[config.mk]
export PLATFORM = sky130hd
export DESIGN_NAME = dmshr_arb
export DESIGN_NICKNAME = d
export VERILOG_FILES = /design/src/rtl/dmshr_arb.sv
export SDC_FILE = /design/constraint.sdc
export NUM_CORES = 1
export LEC_CHECK = 0
export CORE_AREA = 2 2 132 134
export DETAILED_ROUTE_END_ITERATION = 10
export DIE_AREA = 0 0 134 136
export PLACE_DENSITY_LB_ADDON = 0.05
export SLEW_MARGIN = 20
export SYNTH_ARGS = -nofsm -noshare
export SYNTH_HDL_FRONTEND = slang
export SYNTH_SLANG_ARGS = --single-unit
[constraint.sdc]
create_clock -name clock -period 2.77 [get_ports clock]
set_input_delay 0.6925 -clock clock [delete_from_list [all_inputs] [get_ports clock]]
set_output_delay 0.6925 -clock clock [all_outputs]
set_load 0.01 [all_outputs]
[src/rtl/dmshr_arb.sv]
// MSHR-to-memory refill arbiter: one outstanding request slot, per-entry issued tracking, response routing.
// Define DMSHR_ARB_FIXED_PRIO_EN for lowest-index-wins priority instead of round-robin.
module dmshr_arb #(
  parameter int N_MSHR  = 4,
  parameter int PADDR_W = 64,
  parameter int ID_W    = $clog2(N_MSHR)
) (
  input  logic                        clock,
  input  logic                        reset_n,
  input  logic [N_MSHR-1:0]           dmshr2arb_valid,
  input  logic [N_MSHR*PADDR_W-1:0]   dmshr2arb_paddr,
  output logic [N_MSHR-1:0]           arb2dmshr_grant,
  output logic [N_MSHR-1:0]           arb2dmshr_resp_valid,
  output logic                        arb2mem_req_valid,
  output logic [PADDR_W-1:0]          arb2mem_req_paddr,
  output logic [ID_W-1:0]             arb2mem_req_id,
  input  logic                        mem2arb_req_ready,
  input  logic                        mem2arb_resp_valid,
  input  logic [ID_W-1:0]             mem2arb_resp_id
);
  typedef enum logic {S_IDLE, S_REQ} state_t;

  state_t              r_state;
  logic [N_MSHR-1:0]   r_issued, w_issued_nxt, w_elig, w_grant, w_resp;
  logic [PADDR_W-1:0]  r_paddr, w_win_paddr;
  logic [ID_W-1:0]     r_id, w_id_nxt, w_win;
  logic                w_any, w_hs, w_resp_ok;

  assign w_hs      = (r_state == S_REQ) & mem2arb_req_ready;
  assign w_resp_ok = mem2arb_resp_valid & r_issued[mem2arb_resp_id];
  assign w_id_nxt  = (r_id == ID_W'(N_MSHR-1)) ? '0 : r_id + 1'b1;

  // The pending request is not yet marked issued, so exclude it explicitly.
  always_comb begin
    w_elig = '0;
    for (int i = 0; i < N_MSHR; i++)
      w_elig[i] = dmshr2arb_valid[i] & ~r_issued[i] & ~((r_state == S_REQ) && (r_id == ID_W'(i)));
  end

`ifdef DMSHR_ARB_FIXED_PRIO_EN
  always_comb begin
    w_any = 1'b0;
    w_win = '0;
    for (int k = N_MSHR-1; k >= 0; k--)
      if (w_elig[k]) begin
        w_any = 1'b1;
        w_win = ID_W'(k);
      end
  end
`else
  logic [ID_W-1:0] r_rr_ptr, w_base, w_idx;

  // On a handshake, scan from the slot after the one just accepted.
  assign w_base = w_hs ? w_id_nxt : r_rr_ptr;

  always_comb begin
    w_any = 1'b0;
    w_win = '0;
    w_idx = '0;
    for (int k = 0; k < N_MSHR; k++) begin
      w_idx = ID_W'((int'(w_base) + k) % N_MSHR);
      if (!w_any && w_elig[w_idx]) begin
        w_any = 1'b1;
        w_win = w_idx;
      end
    end
  end

  always_ff @(posedge clock or negedge reset_n) begin
    if (!reset_n)  r_rr_ptr <= '0;
    else if (w_hs) r_rr_ptr <= w_id_nxt;
  end
`endif

  always_comb begin
    w_win_paddr = '0;
    for (int i = 0; i < N_MSHR; i++)
      if (w_win == ID_W'(i)) w_win_paddr = dmshr2arb_paddr[i*PADDR_W +: PADDR_W];
  end

  always_comb begin
    w_grant = '0;
    w_resp  = '0;
    w_issued_nxt = r_issued;
    if (w_hs) begin
      w_grant[r_id]      = 1'b1;
      w_issued_nxt[r_id] = 1'b1;
    end
    if (w_resp_ok) begin
      w_resp[mem2arb_resp_id]       = 1'b1;
      w_issued_nxt[mem2arb_resp_id] = 1'b0;
    end
  end

  always_ff @(posedge clock or negedge reset_n) begin
    if (!reset_n) begin
      r_state  <= S_IDLE;
      r_paddr  <= '0;
      r_id     <= '0;
      r_issued <= '0;
    end else begin
      r_issued <= w_issued_nxt;
      case (r_state)
        S_IDLE: if (w_any) begin
          r_state <= S_REQ;
          r_paddr <= w_win_paddr;
          r_id    <= w_win;
        end
        S_REQ: if (w_hs) begin
          if (w_any) begin
            r_paddr <= w_win_paddr;
            r_id    <= w_win;
          end else begin
            r_state <= S_IDLE;
          end
        end
        default: r_state <= S_IDLE;
      endcase
    end
  end

  assign arb2mem_req_valid    = (r_state == S_REQ);
  assign arb2mem_req_paddr    = r_paddr;
  assign arb2mem_req_id       = r_id;
  assign arb2dmshr_grant      = w_grant;
  assign arb2dmshr_resp_valid = w_resp;

  a_resp_issued: assert property (@(posedge clock) disable iff (!reset_n)
    mem2arb_resp_valid |-> r_issued[mem2arb_resp_id]);
endmodule

# --- Word-level counts from Yosys, hierarchy flattened ---
# Cells that the tools add are included.
totals:
  wordCells: 101
  latch_bits: 0
  register_bits: 73
  romBits: 0
  ramBits: 0
  memories: 0
  inputBits: 266
classes:
  n_eq_ne: 7
  n_mul: 0
  div_mod_pow: 0
  mux: 41
  addsub: 4
  n_lt_le_gt_ge: 8
  bitwise: 22
  n_shift: 0
  n_reduce_logical: 14
ops:
  columns: ["cell", "count"]
  rows:
  - ["two-way mux 64 bit", 6]
  - ["case mux 64 bit (2 select lines)", 1]
  - ["< comparator 2 x 3 -> 1 bit (second input constant)", 6]
  - ["two-way mux 2 bit", 8]
  - ["two-way mux 4 bit", 4]
  - ["two-way mux 1 bit", 13]
  - ["AND 1 bit", 10]
  - ["binary-select mux 1 bit (select 2 bit)", 5]
  - ["logical AND 1 bit", 9]
  - ["inverter 1 bit", 9]
  - ["== test 2 bit (second input constant)", 4]
  - ["adder 2 x 1 -> 2 bit (second input constant)", 2]
  - ["adder 2 bit (second input constant)", 2]
  - ["AND 4 bit", 1]
  - ["demux 1 bit (select 2 bit)", 2]
  - ["== test 2 x 1 -> 1 bit (second input constant)", 2]
  - ["greater-or-equal comparator 2 x 1 -> 1 bit (second input constant)", 2]
  - ["zero test 2 bit", 2]
  - ["inverter 4 bit", 1]
  - ["bitwise OR 4 bit", 1]
  - ["case mux 2 bit (2 select lines)", 1]
  - ["zero test 1 bit", 3]
  - ["inequality test 2 x 1 -> 1 bit (second input constant)", 1]
  - ["case mux 1 bit (2 select lines)", 1]

# --- Longest topological paths before layout ---
depth:
  word_depth: 24
  ltp_mapped: 14
  depth_no_buf: 11

# --- Worst setup path after synthesis ---
# Ideal clock, no wire load.
synth_timing:
  path_type: "input-to-reg"
  start: "in mem2arb_req_ready"
  end: "reg r_paddr[56], in the netlist arb2mem_req_paddr[56]"
  setup_slack_ps: -14
  required_ps: 2646
  path_buffers: 3
  cell_stages: 11
  setup_ps: 124
  arrival_ps: 2660
  path_cell_list: "buf_2 -> and4bb_2 -> or2_2 -> a21oi_1 -> o31ai_1 -> a31oi_2 -> buf_4 -> buf_6 -> mux2i_1 -> nor2_1 -> a211o_1"
synth_via:
  elab_chain_len: 22
  elab_cells_between_ends: 39
synth_rtl:
  columns: ["item", "line", "source"]
  rows:
  - ["start: declaration", "17", "input logic mem2arb_req_ready,"]
  - ["AND 1 bit *", "29", "assign w_hs = (r_state == S_REQ) & mem2arb_req_ready;"]
  - ["branches (longest 21 deep; another with adder 2 x 1 -> 2 bit)", null, null]
  - ["end signal: assignment", "106", "r_paddr <= w_win_paddr;"]
  - ["end signal: assignment", "111", "r_paddr <= w_win_paddr;"]
  - ["end: declaration", "25", "logic [PADDR_W-1:0] r_paddr, w_win_paddr;"]
# Every way passes the cells marked *. The select of a mux whose other input is x is not followed.
# A chain may end at the register's enable or synchronous reset.

# --- Worst setup path in the final report ---
layout_timing:
  start: "in dmshr2arb_valid[1]"
  end: "reg r_paddr[31], in the netlist arb2mem_req_paddr[31]"
layout_via:
  elab_chain_len: 22
  elab_cells_between_ends: 35
layout_rtl:
  columns: ["item", "line", "source"]
  rows:
  - ["start: declaration", "10", "input logic [N_MSHR-1:0] dmshr2arb_valid,"]
  - ["AND 1 bit * (2 in a row)", "37", "w_elig[i] = dmshr2arb_valid[i] & ~r_issued[i] & ~((r_state == S_REQ) && (r_id == ID_W'(i)));"]
  - ["binary-select mux 1 bit (select 2 bit)", "62", "if (!w_any && w_elig[w_idx]) begin"]
  - ["two-way mux 1 bit (not written as such)", "62", null]
  - ["two-way mux 1 bit", "62", null]
  - ["zero test 1 bit", "62", null]
  - ["logical AND 1 bit", "62", null]
  - ["two-way mux 1 bit", "62", null]
  - ["zero test 1 bit", "62", null]
  - ["[... 2 more ...]", null, null]
  - ["zero test 1 bit", "62", null]
  - ["logical AND 1 bit", "62", null]
  - ["two-way mux 2 bit", "62", null]
  - ["zero test 2 bit", "78", "if (w_win == ID_W'(i)) w_win_paddr = dmshr2arb_paddr[i*PADDR_W +: PADDR_W];"]
  - ["two-way mux 64 bit (4 in a row)", "78", null]
  - ["two-way mux 64 bit *", "104, 110", null]
  - ["two-way mux 64 bit", "109", "S_REQ: if (w_hs) begin"]
  - ["case mux 64 bit (2 select lines) *", "103", "case (r_state)"]
# Every way passes the cells marked *; elsewhere a longest branch is shown, timed or not. The select of a mux whose other input is x is not followed.

==> metrics.cfg <==
[outcome]
status = finished with violations
failed_checks = setup timing

[clocking]
clock_latency_ns = 0.34
cts.clk_slew.worst_paths_ns = 0.06
cts-buffers-inserted = 9
cts_tree = yes
clock_sinks = 73
clock_path_buffers = 2
cts_root_buf = clkbuf_16
h-tree-depth = 3

[global_route]
grt_antenna_before_repair = 0
grt_pass1_wl_mm = 32.3
grt_overflow_total = 0
grt_pass1_vias = 6072
grt_max_degree = 39
gr-usage-all-layers = 0.228

[route]
wirelength_mm = 21.7
routed.top_layer = met4
met2_length_mm = 11.4
wl_met1_mm = 8.51
vias = 5772
antenna_left = 0
remaining_drc_errors = 0
dr_wl_met3_mm = 1.21
wl_per_cell_um = 18.4
drt-initial-drc-count = 171
drt-pass1-iter-count = 6
vias_per_cell = 4.90

[sta]
maxSlewViolCount = 0
grt_setup_unrepaired = true
finalSetupViolCount = 64
period_needed_ns = 2.90
fin_skew_ns = 0.00980
worstMarginPinSlew_ns = 0.541
hold_viol_final = 0
max_freq_mhz = 345
slew_headroom = 0.639
layout_setup_ws_ns = -0.133
hold_ws_ns = 0.323
period_share = 1.05
tns_ns = -5.74

[power_and_ir_drop]
internal_power_w = 0.00809
power_density_nw_per_um2 = 1300
p_switching_w = 0.00521
seqPwrFrac = 0.151
p_clk_frac = 0.083
swShare = 0.392
p_comb_frac = 0.765
worst_ir_drop_vdd_mv = 0.527
leakage_nw = 5.05

[floorplan]
die_w_um = 134
die_y_um = 136
rows = 48
num_io_pins = 341
core_um2 = 16900
dieArea_um2 = 18200
initial_core_util = 0.304

[layout]
num_antenna_cells = 0
fin_nets = 1218
area_growth_pct = 99.1
drive_gt1_frac = 0.188

[worst_setup_path]
cp_slowest_cell = clkdlybuf4s50_1
crit_path_max_fanout = 8
path_cells = clkdlybuf4s50_1, nor2b_4, buf_4, and2_4, a21oi_1, o41a_1, o221ai_2, or2_4, clkbuf_16, nor2_1, a211o_1
required_ns = 3.00
slowest_delay_ns = 0.47
endpoint_kind = flip-flop
critPathKind = in -> reg
crit_arrival_ns = 3.13
cp-start-kind = input pin
r2r_slack_ns = -0.13

[yosys]
ys_seq_area_frac = 0.356
synthFlopType = dfrtp_1
syn_nets = 805
synth_top_cells_by_area = dfrtp_1 (36%), mux2i_1 (25%), a211o_1 (11%)
synth_warnings = 0
synthTopCellsByCount = nor2_1 (137), mux2i_1 (129), dfrtp_1 (73)
syn-cell-area_um2 = 5140
synth.most_common_cell = nor2_1
synth.avg_cell_area_um2 = 9.62
synth_edf_count = 0
synth_top_area_frac = 0.356
synth_area_leader_cell = dfrtp_1
synthCells = 534
synth-seq-cells = 73
ys_types = 51
async_flop_share = 1.00

[placement]
gp_congestion = 0.841
place.port_buffers = 340
dp_hpwl_mm = 16.1

[min_path]
worstHoldPathType = in -> async

[run]
maxCapViolCount = 0

==> cell type report <==
class / count / area [µm²]
fill: 1427 / 6650
timing repair buffer: 443 / 4600
clock buffer: 13 / 260
inverter: 4 / 17.5
clock inverter: 3 / 15.0
tap: 225 / 282
sequential: 73 / 1830
multi-input combinational: 416 / 3230
==> critical path, delay by kind of cell <==
kind | cells | cell delay (ns)
AO/OA/AOI/OAI | 4 | 0.95
AND/OR/NAND/NOR | 4 | 0.68
buffers and inverters | 3 | 0.81
==> metal layers <==
metal	track usage	vias to the layer above
met1	0.261	2771
met2	0.419	203
li1	-	2762
met5	0	-
met3	0.0474	36
met4	0.0827	0
==> repair_timing <==
action                                  CTS  global route
pin swaps                                17            30
gates cloned                              6             4
buffers inserted                         13             4
resized for setup                        70            31
endpoints found under the setup margin   72            66
hold buffers                              0             0
==> flip-flops by register name, summed over array words and instances, names as in the netlist <==
signal	count
r_rr_ptr	2
arb2mem_req_id	2
r_issued	4
arb2mem_req_paddr	64
arb2mem_req_valid	1
==> logic make-up after synthesis <==
family                   share of synthesized area
multiplexers                                 0.251
buffers and inverters                       0.0626
AO/OA/AOI/OAI                                0.155
adder cells (fa/ha/maj)                     0.0122
AND/OR/NAND/NOR                              0.164
flip-flops                                   0.356
==> stage by stage <==
stage | instances | cell area [µm²] | setup slack [ns] | power [W] | util
after floorplan | 534 | 5140 | -0.0140 | 0.00715 | -
after global placement | 1134 | 9220 | -0.724 | 0.0103 | 0.546
after detailed placement | 1134 | 9220 | -0.787 | 0.0104 | 0.546
after CTS | 1169 | 10000 | -0.0940 | 0.0129 | 0.594
after global routing | 1177 | 10200 | -0.230 | 0.0141 | 0.606
final | 1177 | 10200 | -0.133 | 0.0133 | 0.606
==> path summary, 6_finish.rpt <==
check                                      start               endpoint  cells past startpoint
max                           dmshr2arb_valid[1]  arb2mem_req_paddr[31]                     11
min                                      reset_n  arb2mem_req_paddr[52]                      1
max reg2reg                    arb2mem_req_id[1]  arb2mem_req_paddr[31]                     13
min reg2reg                arb2mem_req_paddr[12]  arb2mem_req_paddr[12]                      1
max in group asynchronous                reset_n  arb2mem_req_paddr[47]                      2
min in group clock         arb2mem_req_paddr[12]  arb2mem_req_paddr[12]                      1
==> power by group through the flow <==
stage,clock network (W),registers [W],logic (W)
finish,0.00111,0.00201,0.0102
global route,0.00119,0.00207,0.0108
CTS,0.00114,0.00200,0.00971
detailed placement,0,0.00199,0.00841
global placement,0,0.00198,0.00832
floorplan,0,0.00217,0.00498
==> cells in the final DEF (no fill, tap or decap), types with 2 or more instances in the layout <==
cell type | synthesis | routed
a211o_1 | 64 | 64
a21bo_1 | 2 | 2
a21boi_1 | 3 | 3
a21oi_1 | 4 | 3
and2_4 | 0 | 2
and3_1 | 4 | 4
and4b_1 | 2 | 2
buf_12 | 1 | 10
buf_16 | 0 | 8
buf_4 | 6 | 63
buf_6 | 13 | 15
buf_8 | 0 | 5
clkbuf_1 | 7 | 2
clkbuf_16 | 0 | 12
clkbuf_8 | 0 | 2
clkdlybuf4s50_1 | 0 | 333
clkinv_2 | 0 | 3
dfrtp_1 | 73 | 71
dfrtp_2 | 0 | 2
dlygate4sd2_1 | 0 | 4
ha_2 | 0 | 2
ha_4 | 0 | 2
inv_2 | 2 | 3
mux2i_1 | 129 | 118
mux2i_2 | 0 | 11
nand2_1 | 13 | 8
nand2_2 | 0 | 4
nand2b_1 | 4 | 2
nand4_1 | 3 | 3
nor2_1 | 137 | 131
nor2_2 | 0 | 5
nor2_4 | 1 | 2
nor2b_4 | 0 | 3
nor3_1 | 5 | 3
nor3_2 | 0 | 2
nor4_1 | 3 | 2
o2111ai_1 | 4 | 2
o2111ai_2 | 0 | 2
o211ai_1 | 2 | 2
or2_4 | 1 | 3
Power figures use the tool's default switching activity.
